===== config.mk =====
export PLATFORM = sky130hd
export DESIGN_NAME = demo_frame_sequencer
export DESIGN_NICKNAME = d
export VERILOG_FILES = /design/src/rtl/demo_frame_sequencer.sv
export SDC_FILE = /design/constraint.sdc
export NUM_CORES = 1
export LEC_CHECK = 0
export ABC_AREA = 0
export CORE_MARGIN = 2
export CORE_UTILIZATION = 30
export CTS_CLUSTER_SIZE = 14
export DETAILED_ROUTE_END_ITERATION = 10
export PLACE_DENSITY = 0.45
export RECOVER_POWER = 100
export SLEW_MARGIN = 15
export SYNTH_ARGS = -nofsm -noshare
export SYNTH_HDL_FRONTEND = slang
export SYNTH_SLANG_ARGS = --single-unit

===== constraint.sdc =====
create_clock -name clk -period 6.6 [get_ports clk]
set_clock_uncertainty 0.05 [all_clocks]
set_input_delay 0.66 -clock clk [delete_from_list [all_inputs] [get_ports clk]]
set_output_delay 0.66 -clock clk [all_outputs]
set_load 0.02 [all_outputs]

===== src/rtl/demo_frame_sequencer.sv =====
// demo_frame_sequencer
//   Frame-rate scheduler for the demoscene video path. Turns vsync into a
//   one-cycle frame tick and, on every applied tick, steps three bouncing
//   layer offsets, a scene timer and a four-state scene FSM.
//
// Parameters
//   OFFSET_MAX        upper bounce limit of every offset
//   SCENE_FRAMES      frame ticks spent in each scene (1..4095)
//   VSYNC_ACTIVE_LOW  1: frame starts on vsync falling edge, 0: rising edge
//
// Ports
//   clk, rst_n           pixel clock, asynchronous active-low reset
//   vsync                raw vsync from hvsync_generator (asynchronous)
//   pause                level, freezes all animation state
//   step                 asynchronous pushbutton, one update while paused
//   speed[1:0]           offset increment per frame minus one
//   off0/off1/off2[9:0]  bouncing offsets for the r/g/b layers
//   layer_en[2:0]        per-layer box enables {b,g,r}
//   bitmap_en            bitmap overlay enable
//   scene[1:0]           current scene state
//   pal_rot[1:0]         colour rotation 0..2
//   frame_tick           one-cycle pulse marking an applied frame update
module demo_frame_sequencer #(
  parameter int unsigned OFFSET_MAX       = 200,
  parameter int unsigned SCENE_FRAMES     = 240,
  parameter bit          VSYNC_ACTIVE_LOW = 1'b1
) (
  input  logic       clk,
  input  logic       rst_n,
  input  logic       vsync,
  input  logic       pause,
  input  logic       step,
  input  logic [1:0] speed,
  output logic [9:0] off0,
  output logic [9:0] off1,
  output logic [9:0] off2,
  output logic [2:0] layer_en,
  output logic       bitmap_en,
  output logic [1:0] scene,
  output logic [1:0] pal_rot,
  output logic       frame_tick
);

  localparam logic        VS_IDLE = VSYNC_ACTIVE_LOW ? 1'b1 : 1'b0;
  localparam logic [9:0]  OMAX    = 10'(OFFSET_MAX);
  localparam logic [9:0]  OMID    = 10'(OFFSET_MAX / 2);
  localparam logic [11:0] TLAST   = 12'(SCENE_FRAMES - 1);

  typedef enum logic [1:0] {
    S_BOXES  = 2'd0,
    S_BITMAP = 2'd1,
    S_MIX    = 2'd2,
    S_INVERT = 2'd3
  } scene_t;

  // ---------------------------------------------------------------- vsync
  logic vs_s1, vs_s2, vs_s3;
  logic vld1, vld2, armed;
  logic tick_r;
  logic vs_act, vs_prev_act;

  assign vs_act      = vs_s2 ^ VS_IDLE;
  assign vs_prev_act = vs_s3 ^ VS_IDLE;

  // armed stays low until the synchroniser has seen a real deasserted
  // sample, so a vsync already asserted when reset releases gives no tick.
  always_ff @(posedge clk or negedge rst_n) begin
    if (!rst_n) begin
      vs_s1  <= VS_IDLE;
      vs_s2  <= VS_IDLE;
      vs_s3  <= VS_IDLE;
      vld1   <= 1'b0;
      vld2   <= 1'b0;
      armed  <= 1'b0;
      tick_r <= 1'b0;
    end else begin
      vs_s1  <= vsync;
      vs_s2  <= vs_s1;
      vs_s3  <= vs_s2;
      vld1   <= 1'b1;
      vld2   <= vld1;
      armed  <= armed | (vld2 & ~vs_act);
      tick_r <= armed & vs_act & ~vs_prev_act;
    end
  end

  // ----------------------------------------------------------------- step
  logic st_s1, st_s2, st_s3;
  logic step_rise_r;
  logic step_pending;
  logic apply;

  assign apply = tick_r & (~pause | step_pending);

  always_ff @(posedge clk or negedge rst_n) begin
    if (!rst_n) begin
      st_s1        <= 1'b0;
      st_s2        <= 1'b0;
      st_s3        <= 1'b0;
      step_rise_r  <= 1'b0;
      step_pending <= 1'b0;
    end else begin
      st_s1       <= step;
      st_s2       <= st_s1;
      st_s3       <= st_s2;
      step_rise_r <= st_s2 & ~st_s3;
      // A press landing together with a tick arms the next tick rather
      // than the current one.
      if (!pause)
        step_pending <= 1'b0;
      else if (step_rise_r)
        step_pending <= 1'b1;
      else if (apply)
        step_pending <= 1'b0;
    end
  end

  // -------------------------------------------------------------- offsets
  // Returns {dir, off}; dir 0 = up, 1 = down. The sum is one bit wider so
  // the top check cannot wrap.
  function automatic logic [10:0] bounce(input logic [9:0] off,
                                         input logic       dir,
                                         input logic [2:0] s);
    logic [10:0] sum;
    sum = {1'b0, off} + 11'(s);
    if (!dir) begin
      if (sum >= {1'b0, OMAX}) bounce = {1'b1, OMAX};
      else                     bounce = {1'b0, sum[9:0]};
    end else begin
      if (off <= 10'(s)) bounce = {1'b0, 10'd0};
      else               bounce = {1'b1, off - 10'(s)};
    end
  endfunction

  logic [9:0] off_q [3];
  logic       dir_q [3];
  logic [9:0] off_d [3];
  logic       dir_d [3];
  logic [2:0] inc;

  always_comb begin
    inc = {1'b0, speed} + 3'd1;
    for (int unsigned i = 0; i < 3; i++) begin
      {dir_d[i], off_d[i]} = bounce(off_q[i], dir_q[i], inc);
    end
  end

  always_ff @(posedge clk or negedge rst_n) begin
    if (!rst_n) begin
      off_q[0] <= '0;
      off_q[1] <= 10'd100;
      off_q[2] <= OMID;
      dir_q[0] <= 1'b0;
      dir_q[1] <= 1'b1;
      dir_q[2] <= 1'b0;
    end else if (apply) begin
      for (int unsigned i = 0; i < 3; i++) begin
        off_q[i] <= off_d[i];
        dir_q[i] <= dir_d[i];
      end
    end
  end

  assign off0 = off_q[0];
  assign off1 = off_q[1];
  assign off2 = off_q[2];

  // ------------------------------------------------------ timer and scene
  scene_t      state_q, state_d;
  logic [11:0] timer_q, timer_d;
  logic [1:0]  pal_d;

  always_comb begin
    state_d = state_q;
    timer_d = timer_q;
    pal_d   = pal_rot;
    if (apply) begin
      if (timer_q == TLAST) begin
        timer_d = '0;
        unique case (state_q)
          S_BOXES:  state_d = S_BITMAP;
          S_BITMAP: state_d = S_MIX;
          S_MIX:    state_d = S_INVERT;
          S_INVERT: begin
            state_d = S_BOXES;
            pal_d   = (pal_rot == 2'd2) ? 2'd0 : pal_rot + 2'd1;
          end
          default:  state_d = S_BOXES;
        endcase
      end else begin
        timer_d = timer_q + 12'd1;
      end
    end
  end

  function automatic logic [3:0] decode(input scene_t s);
    unique case (s)
      S_BOXES:  decode = {3'b111, 1'b0};
      S_BITMAP: decode = {3'b000, 1'b1};
      S_MIX:    decode = {3'b011, 1'b1};
      S_INVERT: decode = {3'b111, 1'b1};
      default:  decode = {3'b111, 1'b0};
    endcase
  endfunction

  // Enables are registered from the next state so they move together
  // with scene.
  always_ff @(posedge clk or negedge rst_n) begin
    if (!rst_n) begin
      state_q    <= S_BOXES;
      timer_q    <= '0;
      pal_rot    <= '0;
      layer_en   <= 3'b111;
      bitmap_en  <= 1'b0;
      frame_tick <= 1'b0;
    end else begin
      state_q                <= state_d;
      timer_q                <= timer_d;
      pal_rot                <= pal_d;
      {layer_en, bitmap_en}  <= decode(state_d);
      frame_tick             <= apply;
    end
  end

  assign scene = state_q;

endmodule


==> key figures <==
Run status
  – Status: finished, violations left
  – Failing checks: capacitance limit, slew limit

Die
  – Ports: between 40 and 50
  – Die extent in x: about 130 um
  – Starting Density: 30.5%
  – FP Rows: between 40 and 50
  – Die Area: 16300 um2
  – Core Footprint: 15000 um2
  – Die height: between 100 and 150 um

Power
  – Clock network power share: between 20% and 30%
  – Peak supply drop: 183 uV
  – Combinational Power Share: 48.7%
  – Reg power frac: a little under a third
  – Overall Power: 2.31 mW
  – Int Pwr: between 1 and 1.5 mW
  – Sw Ratio: 45.8%
  – Pwr dens: 428 nW/um2
  – Switching power of the nets: approximately 1.1 mW
  – Leak: 2.25 nW

Placement
  – Post-Place Cells: about 720
  – Placer Congestion: roughly 0.87
  – Post-DP HPWL: about 8300 um
  – I/O Buffers: 45
  – Pre-CTS WS: 2540 ps
  – Area post-placement: around 5000 um2

Logic synthesis
  – Synth Register Bits: 65
  – EDFF count, synth: 0
  – Mapped cell area: about 4600 um2
  – Top post-synthesis cells by area: dfrtp_1, dfstp_2, ha_1
  – Synth area leader: dfrtp_1
  – Syn Inst Count: a little over 500
  – Seq/Total Area, Yosys: 35.8%
  – Synth warnings: 0
  – Avg Cell Area, Syn: slightly below 9 um2
  – Post-synth top area share: roughly 29%
  – Mapped Nets: around 550
  – Ys async rst share: between 90% and 100%
  – Top_reg_cell synth: dfrtp_1
  – Distinct cells, synth: 69

GRT
  – Vias in the first global route: 3784
  – Global Route Usage Sum: about 16%
  – Overflow after GRT: 0
  – Largest net degree at the start of global routing: 66
  – Initial antenna violation count: 0
  – Wire length of the first global-routing pass: between 20000 and 25000 um

Routing
  – Drt wl/cell: roughly 16 um
  – Final ANT Viol Nets: 0
  – Routed WL: around 12000 um
  – First-pass detailed-route iteration total: 4
  – Vias per inst: between 5 and 6
  – Vias post-DR: roughly 3900
  – DRC violations left: 0
  – DRT iter0 DRCs: ~290

Timing
  – Setup_tns: 0 ps
  – Final period utilization: a little over two thirds
  – Worst slew margin relative to its limit: -147%
  – Pins Over Slew Limit: 148
  – Final hold viol count: 0
  – Fmax: roughly 210 MHz
  – Final min period: about 4700 ps
  – RSZ-0062 raised after global routing: false
  – Final worst setup slack: between 1500 and 2000 ps
  – Actual slew at the worst max-slew pin: roughly 3700 ps
  – Final setup viols: 0
  – Min Hold Slack: 297 ps

Clocking
  – Post-CTS resize count: 0
  – Root buf cell: clkbuf_16
  – CTS tree: done
  – Clock latency on the worst-skew pair: between 300 and 400 ps
  – CTS max path bufs: 2
  – CTS H-tree depth: 3
  – Num CTS Buffers: 9
  – CTS Hold Bufs: 0
  – Clock transition at path regs: around 60 ps
  – Setup bufs post-CTS: 0
  – CTS Sinks: 65

Setup path
  – CP Capture Type: flip-flop
  – Worst Path Class, Setup: in -> reg
  – Critical Path RT: just under 7000 ps
  – Critical R2R Launch: step_pending$_DFFE_PN0P_
  – Worst path depth: 10
  – Crit path from: pause
  – CP Cell Sequence: dlygate4sd3_1 -> inv_1 -> o21ai_0 -> clkbuf_1 -> inv_1 -> clkbuf_1 -> and3_1 -> and4_1 -> xnor2_1 -> nor2_1
  – Worst Path Max Fanout: 40
  – Slowest stage delay, CP: 1390 ps
  – WP data arrival: slightly below 5000 ps
  – Startpoint Class: primary input
  – Cell family with most CP delay: buffers and inverters
  – CP max stage cell: clkbuf_1
  – Crit path buffers/inverters: 5
  – Register-to-Register Path Depth: 8

Cells and area
  – Final instance area: roughly 5400 um2
  – Layout area overhead: 17.8%
  – Final Net Count: 580
  – Fin util: between 30 and 40%
  – Commonest non-fill, non-tap cell in the layout: dfrtp_1
  – Diode count: 0
  – Fin cells: approximately 740
  – Most frequent cells in the layout: dfrtp_1, nor2_1, dlygate4sd3_1
  – Share of cells above drive strength 1: just over 8%

Worst hold path
  – Hold_sp: vld1$_DFF_PN0_
  – Hold Path Class: reg -> reg
  – Hold Path Cell Cnt: 0

Job
  – Max Cap Viol: 3
-- layer usage --
metal / GRT usage, % / share of wire [%] / up-vias
met5: 0 / 0 / -
met4: 5.30 / 1.4 / 0
met3: 4.02 / 3.9 / 12
met2: 23.8 / 46 / 83
met1: 21.6 / 49 / 1906
li1: - / - / 1936
-- power by group through the flow --
| stage | Sequential [mW] | Clock [mW] | Combinational, mW |
|---|---|---|---|
| final | 0.713 | 0.470 | 1.13 |
| after global routing | 0.742 | 0.503 | 1.25 |
| after CTS | 0.718 | 0.487 | 1.16 |
| after detailed placement | 0.725 | 0 | 1.16 |
| after global placement | 0.730 | 0 | 1.17 |
| after floorplan | 0.696 | 0 | 0.813 |
-- state kept, by name, indices dropped and copies added, names as in the netlist --
signal,cells
scene,2
vld2,1
tick_r,1
off0,10
armed,1
frame_tick,1
off2,10
off1,10
step_rise_r,1
pal_rot,2
st_s2,1
timer_q,12
step_pending,1
bitmap_en,1
dir_q,3
st_s3,1
vs_s1,1
vs_s3,1
layer_en,2
vs_s2,1
vld1,1
st_s1,1
-- synth_stat cells, types with 5 or more instances --
cell	instances
inv_1	30
nand3b_1	5
xnor2_1	13
o221ai_1	6
and3_1	5
nor3_1	18
fa_1	6
a21o_1	7
a21oi_1	31
xor2_1	7
or3_1	8
o21ai_0	36
dfstp_2	12
nor2b_1	12
dfrtp_1	53
ha_1	25
a31oi_1	13
or2_2	6
o211ai_1	10
nor2_1	44
nand2_1	33
clkbuf_1	25
nand3_1	9
-- worst paths after layout --
check	to	slack, ps
setup / recovery	timer_q[7]$_DFFE_PN0P_	1940
hold / removal	vld2$_DFF_PN0_	300
setup reg to reg	timer_q[7]$_DFFE_PN0P_	2470
hold reg to reg	vld2$_DFF_PN0_	300
max in group asynchronous	scene[1]$_DFF_PN0_	2770
min in group asynchronous	off2[7]$_DFFE_PN0P_	1640
-- kinds of logic (layout without fill, tap and decap cells) --
kind of cell               Yosys count  count (layout)  share of synthesized area (%)
other                                1               1                         0.0819
and+or+nand+nor                    170             170                           19.4
muxes                                7               7                           1.61
xor gates and xnor gates            20              20                           3.82
DFF                                 65              65                           35.8
buffers and inverters               63              94                           5.82
adders and majority gates           31              31                           9.45
AOI/OAI and AO/OA                  159             159                           24.0
-- final cells by class --
class,count,area [um2]
clock buffer,11,253
fill,1529,9640
sequential,65,1640
inverter,30,113
multi-input combinational,388,2660
tap,188,235
timing repair buffer,48,457
clock inverter,5,37.5
Power figures use the tool's default switching activity.
